--- src/rtl/port_c_hs.sv ---
// Registered Port C: CPU output latch with bit set/reset, per-group direction,
// and an optional strobed-input handshake that captures Port A data.
module port_c_hs #(
  parameter int WIDTH    = 8,
  parameter int GROUP_W  = 4,
  parameter int STB_BIT  = 4,
  parameter int IBF_BIT  = 5,
  parameter int INTR_BIT = 3,
  localparam int NGROUPS = WIDTH / GROUP_W,
  localparam int BW      = $clog2(WIDTH)
) (
  input  logic               clk,
  input  logic               reset,
  input  logic               wr_en,
  input  logic [WIDTH-1:0]   wr_data,
  input  logic               bsr_en,
  input  logic [BW-1:0]      bsr_bit,
  input  logic               bsr_val,
  input  logic [NGROUPS-1:0] dir,
  input  logic               hs_mode,
  input  logic               rd_strobe,
  input  logic [WIDTH-1:0]   pc_in,
  input  logic [WIDTH-1:0]   pa_in,
  output logic [WIDTH-1:0]   pc_out,
  output logic [WIDTH-1:0]   pc_oe,
  output logic [WIDTH-1:0]   pc_rd_data,
  output logic [WIDTH-1:0]   pa_latch,
  output logic               overrun
);

  typedef enum logic [1:0] {S_IDLE, S_LOW, S_FULL} state_t;

  state_t           r_state;
  logic [WIDTH-1:0] r_latch;
  logic [WIDTH-1:0] r_pa_latch;
  logic             r_ibf, r_intr, r_inte, r_overrun, r_no_int;
  logic             r_stb_s0, r_stb_s1, r_stb_prev;

  logic             w_bsr_valid, w_bsr_is_stb, w_bsr_inte, w_bsr_latch;
  logic             w_inte_next, w_fall, w_rise;
  logic [WIDTH-1:0] w_oe_base, w_rd_base;

  assign w_bsr_valid  = ({1'b0, bsr_bit} < (BW+1)'(WIDTH));
  assign w_bsr_is_stb = (bsr_bit == BW'(STB_BIT));
  // In handshake mode a BSR aimed at the STB bit programs INTE, not the latch.
  assign w_bsr_inte   = bsr_en & ~wr_en & hs_mode & w_bsr_valid & w_bsr_is_stb;
  assign w_bsr_latch  = bsr_en & w_bsr_valid & ~(hs_mode & w_bsr_is_stb);
  assign w_inte_next  = w_bsr_inte ? bsr_val : r_inte;

  assign w_fall = r_stb_prev & ~r_stb_s1;
  assign w_rise = ~r_stb_prev & r_stb_s1;

  always_ff @(posedge clk or posedge reset) begin
    if (reset) begin
      r_state    <= S_IDLE;
      r_latch    <= '0;
      r_pa_latch <= '0;
      r_ibf      <= 1'b0;
      r_intr     <= 1'b0;
      r_inte     <= 1'b0;
      r_overrun  <= 1'b0;
      r_no_int   <= 1'b0;
      r_stb_s0   <= 1'b1;
      r_stb_s1   <= 1'b1;
      r_stb_prev <= 1'b1;
    end else begin
      r_stb_s0   <= pc_in[STB_BIT];
      r_stb_s1   <= r_stb_s0;
      r_stb_prev <= r_stb_s1;

      if (wr_en)
        r_latch <= wr_data;
      else if (w_bsr_latch)
        r_latch[bsr_bit] <= bsr_val;

      if (!hs_mode) begin
        r_state   <= S_IDLE;
        r_ibf     <= 1'b0;
        r_intr    <= 1'b0;
        r_inte    <= 1'b0;
        r_overrun <= 1'b0;
        r_no_int  <= 1'b0;
      end else begin
        if (w_bsr_inte)
          r_inte <= bsr_val;
        if (w_fall && r_state != S_IDLE)
          r_overrun <= 1'b1;
        case (r_state)
          S_IDLE: begin
            if (w_fall) begin
              r_pa_latch <= pa_in;
              r_ibf      <= 1'b1;
              r_no_int   <= 1'b0;
              r_state    <= S_LOW;
            end
          end
          S_LOW: begin
            // A read taken before the strobe ends suppresses the interrupt.
            if (w_rise) begin
              r_no_int <= 1'b0;
              if (r_no_int || rd_strobe) begin
                r_ibf   <= 1'b0;
                r_intr  <= 1'b0;
                r_state <= S_IDLE;
              end else begin
                r_intr  <= w_inte_next;
                r_state <= S_FULL;
              end
            end else if (rd_strobe) begin
              r_ibf    <= 1'b0;
              r_no_int <= 1'b1;
            end
          end
          S_FULL: begin
            if (rd_strobe) begin
              r_ibf   <= 1'b0;
              r_intr  <= 1'b0;
              r_state <= S_IDLE;
            end else begin
              r_intr <= w_inte_next;
            end
          end
          default: r_state <= S_IDLE;
        endcase
      end
    end
  end

  generate
    for (genvar gi = 0; gi < WIDTH; gi++) begin : g_bit
      assign w_oe_base[gi] = ~dir[gi / GROUP_W];
      assign w_rd_base[gi] = w_oe_base[gi] ? r_latch[gi] : pc_in[gi];
    end
  endgenerate

  always_comb begin
    pc_oe      = w_oe_base;
    pc_out     = r_latch;
    pc_rd_data = w_rd_base;
    if (hs_mode) begin
      pc_oe[STB_BIT]       = 1'b0;
      pc_oe[IBF_BIT]       = 1'b1;
      pc_oe[INTR_BIT]      = 1'b1;
      pc_out[IBF_BIT]      = r_ibf;
      pc_out[INTR_BIT]     = r_intr;
      pc_rd_data[STB_BIT]  = r_inte;
      pc_rd_data[IBF_BIT]  = r_ibf;
      pc_rd_data[INTR_BIT] = r_intr;
    end
  end

  assign pa_latch = r_pa_latch;
  assign overrun  = r_overrun;

endmodule

--- config.mk ---
export PLATFORM = sky130hd
export DESIGN_NAME = port_c_hs
export DESIGN_NICKNAME = d
export VERILOG_FILES = /design/src/rtl/port_c_hs.sv
export SDC_FILE = /design/constraint.sdc
export NUM_CORES = 1
export LEC_CHECK = 0
export ABC_CLOCK_PERIOD_IN_PS = 2320
export CAP_MARGIN = 20
export CORE_MARGIN = 4
export CORE_UTILIZATION = 41
export CTS_CLUSTER_SIZE = 20
export DETAILED_ROUTE_END_ITERATION = 12
export GPL_ROUTABILITY_DRIVEN = 0
export HOLD_SLACK_MARGIN = 0.03
export PLACE_DENSITY = 0.81
export SETUP_SLACK_MARGIN = 0.3
export SYNTH_ARGS = -nofsm -noshare
export SYNTH_HDL_FRONTEND = slang
export SYNTH_SLANG_ARGS = --single-unit
--- constraint.sdc ---
create_clock -name clk -period 2.32 [get_ports clk]
set_clock_uncertainty 0.15 [all_clocks]
set_input_delay 0.348 -clock clk [delete_from_list [all_inputs] [get_ports clk]]
set_output_delay 0.348 -clock clk [all_outputs]
set_load 0.05 [all_outputs]
---- After elaboration in Yosys (flattened, before gate mapping) ----
Index checks and enable logic that the tools add are counted.
word-level totals
  bits of input ports ..................... 36
  word-level logic and storage cells ...... 92
  flip-flop bits (word level) ............. 26
operators by class
  mux-type cells .......................... 43
  bitwise logic cells ..................... 13
  $lt $le $gt $ge ......................... 2
  eq/ne operators ......................... 12
  reductions and logical operators ........ 11
operators with widths
  kind                  count
  $mux W1               28
  $mux W8               2
  $reduce_and A3 Y1     4
  $mux W2               5
  $ne A3 B3 Y1 const B  3
  $bwmux W8             1
  $ne A4 B4 Y1 const B  2
  $and A1 B1 Y1         7
  $mux W3               2
  $ne A3 B1 Y1 const B  2
  $not A1 Y1            6
  $pmux W2 S3           1
  $lt A3 B4 Y1 const B  1
  $ne A4 B1 Y1 const B  1
  $pmux W1 S2           2
  $reduce_bool A2 Y1    2
  $demux W1 S3          1
  $eq A3 B3 Y1 const B  1
  $ge A3 B1 Y1 const B  1
  $pmux W1 S3           1
  $eq A2 B1 Y1 const B  1
  $eq A2 B2 Y1 const B  1
  $logic_and A1 B1 Y1   2
  $logic_not A2 Y1      1
  3 further kinds       3

---- Longest topological paths before layout ----
  depth after elaboration ................. 9
  gate-level depth with buffers ........... 6
  gate-level depth less buffers ........... 6

---- Least setup slack after synthesis ----
Ideal clock, no wire load.
  path type ............................... input -> output
  start ................................... input port hs_mode
  end ..................................... output port pc_out[5]
  arrival time ............................ 1.804 ns
  stages on the path ...................... 3
  slack ................................... 0.018 ns
  cells stage by stage .................... buf_2 > clkbuf_1 > o21ai_0
between the ends
  longest elaborated chain between the ends .. 1
RTL lines
  element      line  text
  from (decl)  20    input logic hs_mode,
  $mux W1      140   if (hs_mode) begin
  to (decl)    24    output logic [WIDTH-1:0] pc_out,
No other way between the ends.

---- Worst setup path in the final report ----
  start ................................... register r_latch[1]
  end ..................................... output port pc_out[1]
RTL lines
  element                            line  text
  from (decl)                        34    logic [WIDTH-1:0] r_latch;
  from (signal assigned)             72    r_latch <= wr_data;
  from (signal, indexed assignment)  74    r_latch[bsr_bit] <= bsr_val;
No word-level cell between the ends.

==> out/qor.csv <==
metric,value,unit
fmax,0.504,GHz
grt_pass1_vias,1329,
pwr-share-clk,23.7,%
io_pins,69,
rr_worst_depth,5,
holdBufCountCts,0,
finalHoldViolations,0,
worstSetupPathType,register to output pin,
crit_chain,clkdlybuf4s50_1,
clk_pin_slew,0.09,ns
drt-initial-drc-count,36,
synthMostInstantiatedCell,dfrtp_1,
synth-main-ff-cell,dfrtp_1,
setup_viol,0,
p_int,1.02,mW
coreArea,0.00344,mm2
critPathTopFamily,buffers and inverters,
grt_start_max_net_pins,27,
cp_num_cells,1,
cp-end-kind,output pin,
min_path_cells,0,
num_rows,21,
synth_cell_types,37,
worst-path-max-fanout,3,
critPathRequiredTime,1.82,ns
hpwl,3120,um
synth_top_area_share,38.0,%
first_pass_iters,4,
cpMaxStageDelayCell,clkdlybuf4s50_1,
avgSynthCellArea,10.1,um2
ir_drop,490,uV
fin_crit_sh,85.5,%
grt_setup_unrepaired,false,
worst-path-buf-inv,1,
pre_cts_ws,0.154,ns
cts_sinks,26,
fin_crit,1.98,ns
status,"finished, final reports clean",
synth_edf_count,0,
dieArea,0.00473,mm2
worstHoldPathType,register to register,
slew_headroom,65.3,%
design_area,0.00239,mm2
routed_wl,3920,um
die_height,68.8,um
power_frac_comb,42.0,%
grt-ovfl-total,0,
cts_root_buffer,clkbuf_8,
worst_slew_pin_slew,0.519,ns
p_leak,1.03,nW
swShare,36.0,%
grt_use_total,17.2,%
critPathArrivalTime,1.49,ns
die-width,68.8,um
fin_nets,253,
wl_per_cell,15.1,um
p_per_area,668,mW/mm2
vias_per_cell,5.07,
clk_path_buf_depth,2,
via_count,1313,
synthToLayoutAreaGrowth,57.7,%
finalMaxSlewViolations,0,
critPathMaxStageDelay,0.83,ns
antenna_left,0,
yosys.area.top_type,dfrtp_1,
yosysWarningCount,0,
power.total,1.60,mW
p_switching,0.574,mW
grt_pass1_wl,5980,um
drv_cap,0,
cts-buffers-inserted,3,
route.detailed.drc,0,
synth-async-reset-ratio,100,%
ctsHtreeMaxLevel,1,
ys_ff_latch,26,
setup_tns,0,ns
cts_tree,built,
clkLatencyLatePin,0.27,ns
startpoint_type,register,
post-route-util,69.4,%
yosysSeqAreaShare,43.2,%
io_buffers,68,
antenna_found_initial,0,
antennaDiodeCount,0,
setup_ws,0.336,ns
layout-drive-gt1-share,23.9,%
synth_common_cells,"23 x dfrtp_1, 14 x nand2_1, 14 x o21ai_0",
start_util,44.0,%
syn_nets,189,
syn_inst,150,
place_area,0.00230,mm2
synth.area.top_cells,"dfrtp_1 38%, mux2_2 9.7%, mux2i_1 7.3%",
netlist_area,0.00152,mm2
p_seq_share,34.3,%
## cell families (layout without fill, tap and decap cells)
logic type	count (synthesis)	after routing	synth area share, %
compound gates	27	27	11.5
fa+ha+maj	3	3	2.48
buf+inv	26	89	9.25
flops	26	26	43.2
mux	25	25	17.7
simple gates	43	43	15.9
## what timing repair did
action / in CTS / in global routing
resized for setup: 5 / 3
buffers inserted: 0 / 2
setup endpoints to repair: 8 / 3
## layout by cell type (no fill, tap or decap), types with 2 or more instances in the layout
master / count
clkdlybuf4s50_1: 48
o21ai_1: 5
dlygate4sd2_1: 2
dfrtp_1: 23
nor2_1: 9
buf_4: 11
and4b_2: 2
o21ai_0: 9
nand3_1: 2
nand2_1: 14
a21oi_1: 5
clkbuf_8: 3
dfstp_2: 3
buf_12: 13
mux2_2: 13
mux2i_1: 11
nand2b_1: 4
nand4b_1: 2
inv_1: 10
ha_1: 3
## stage by stage
stage,std cells,hold slack [ns]
4_1_cts,257,0.212
5_1_grt,259,0.222
3_5_place_dp,253,0.200
6_report,259,0.214
3_3_place_gp,253,0.198
2_1_floorplan,150,0.195
## power by group through the flow
stage	Combinational [mW]	Clock, mW	Sequential, mW
floorplan	0.285	0	0.674
global placement	0.657	0	0.551
detailed placement	0.670	0	0.556
CTS	0.672	0.382	0.548
global route	0.705	0.395	0.554
finish	0.670	0.378	0.548
## worst register-to-register path, cell delays in order (launching register included)
cell	delay, ns
dfrtp_1	0.40
inv_1	0.08
ha_1	0.27
nor4bb_1	0.40
a32oi_1	0.15
a32o_1	0.29
## metal layers
metal / share of wire (%) / track usage, %
met4: 1.7 / 6.57
met5: 0 / 0
met3: 4.6 / 2.76
met1: 41 / 20.4
met2: 52 / 30.9
## worst paths after layout
path | from | to | slack (ns)
max in group asynchronous | reset | r_stb_prev | 1.46
max | r_latch[1] | pc_out[1] | 0.34
min reg2reg | r_stb_s0 | r_stb_s1 | 0.21
min in group asynchronous | reset | r_latch[2] | 0.27
min | r_stb_s0 | r_stb_s1 | 0.21
max reg2reg | r_state[1] | r_ibf | 0.46
## area by class of cell
class / instances / area [um2]
fillers: 262 / 1050
multi-input cells: 98 / 721
well taps: 46 / 57.6
flip-flops and latches: 26 / 654
clock buffers: 3 / 41.3
inverters: 11 / 45.0
clock inverters: 1 / 30.0
repair buffers: 74 / 841
(Power assumes the default switching activity.)
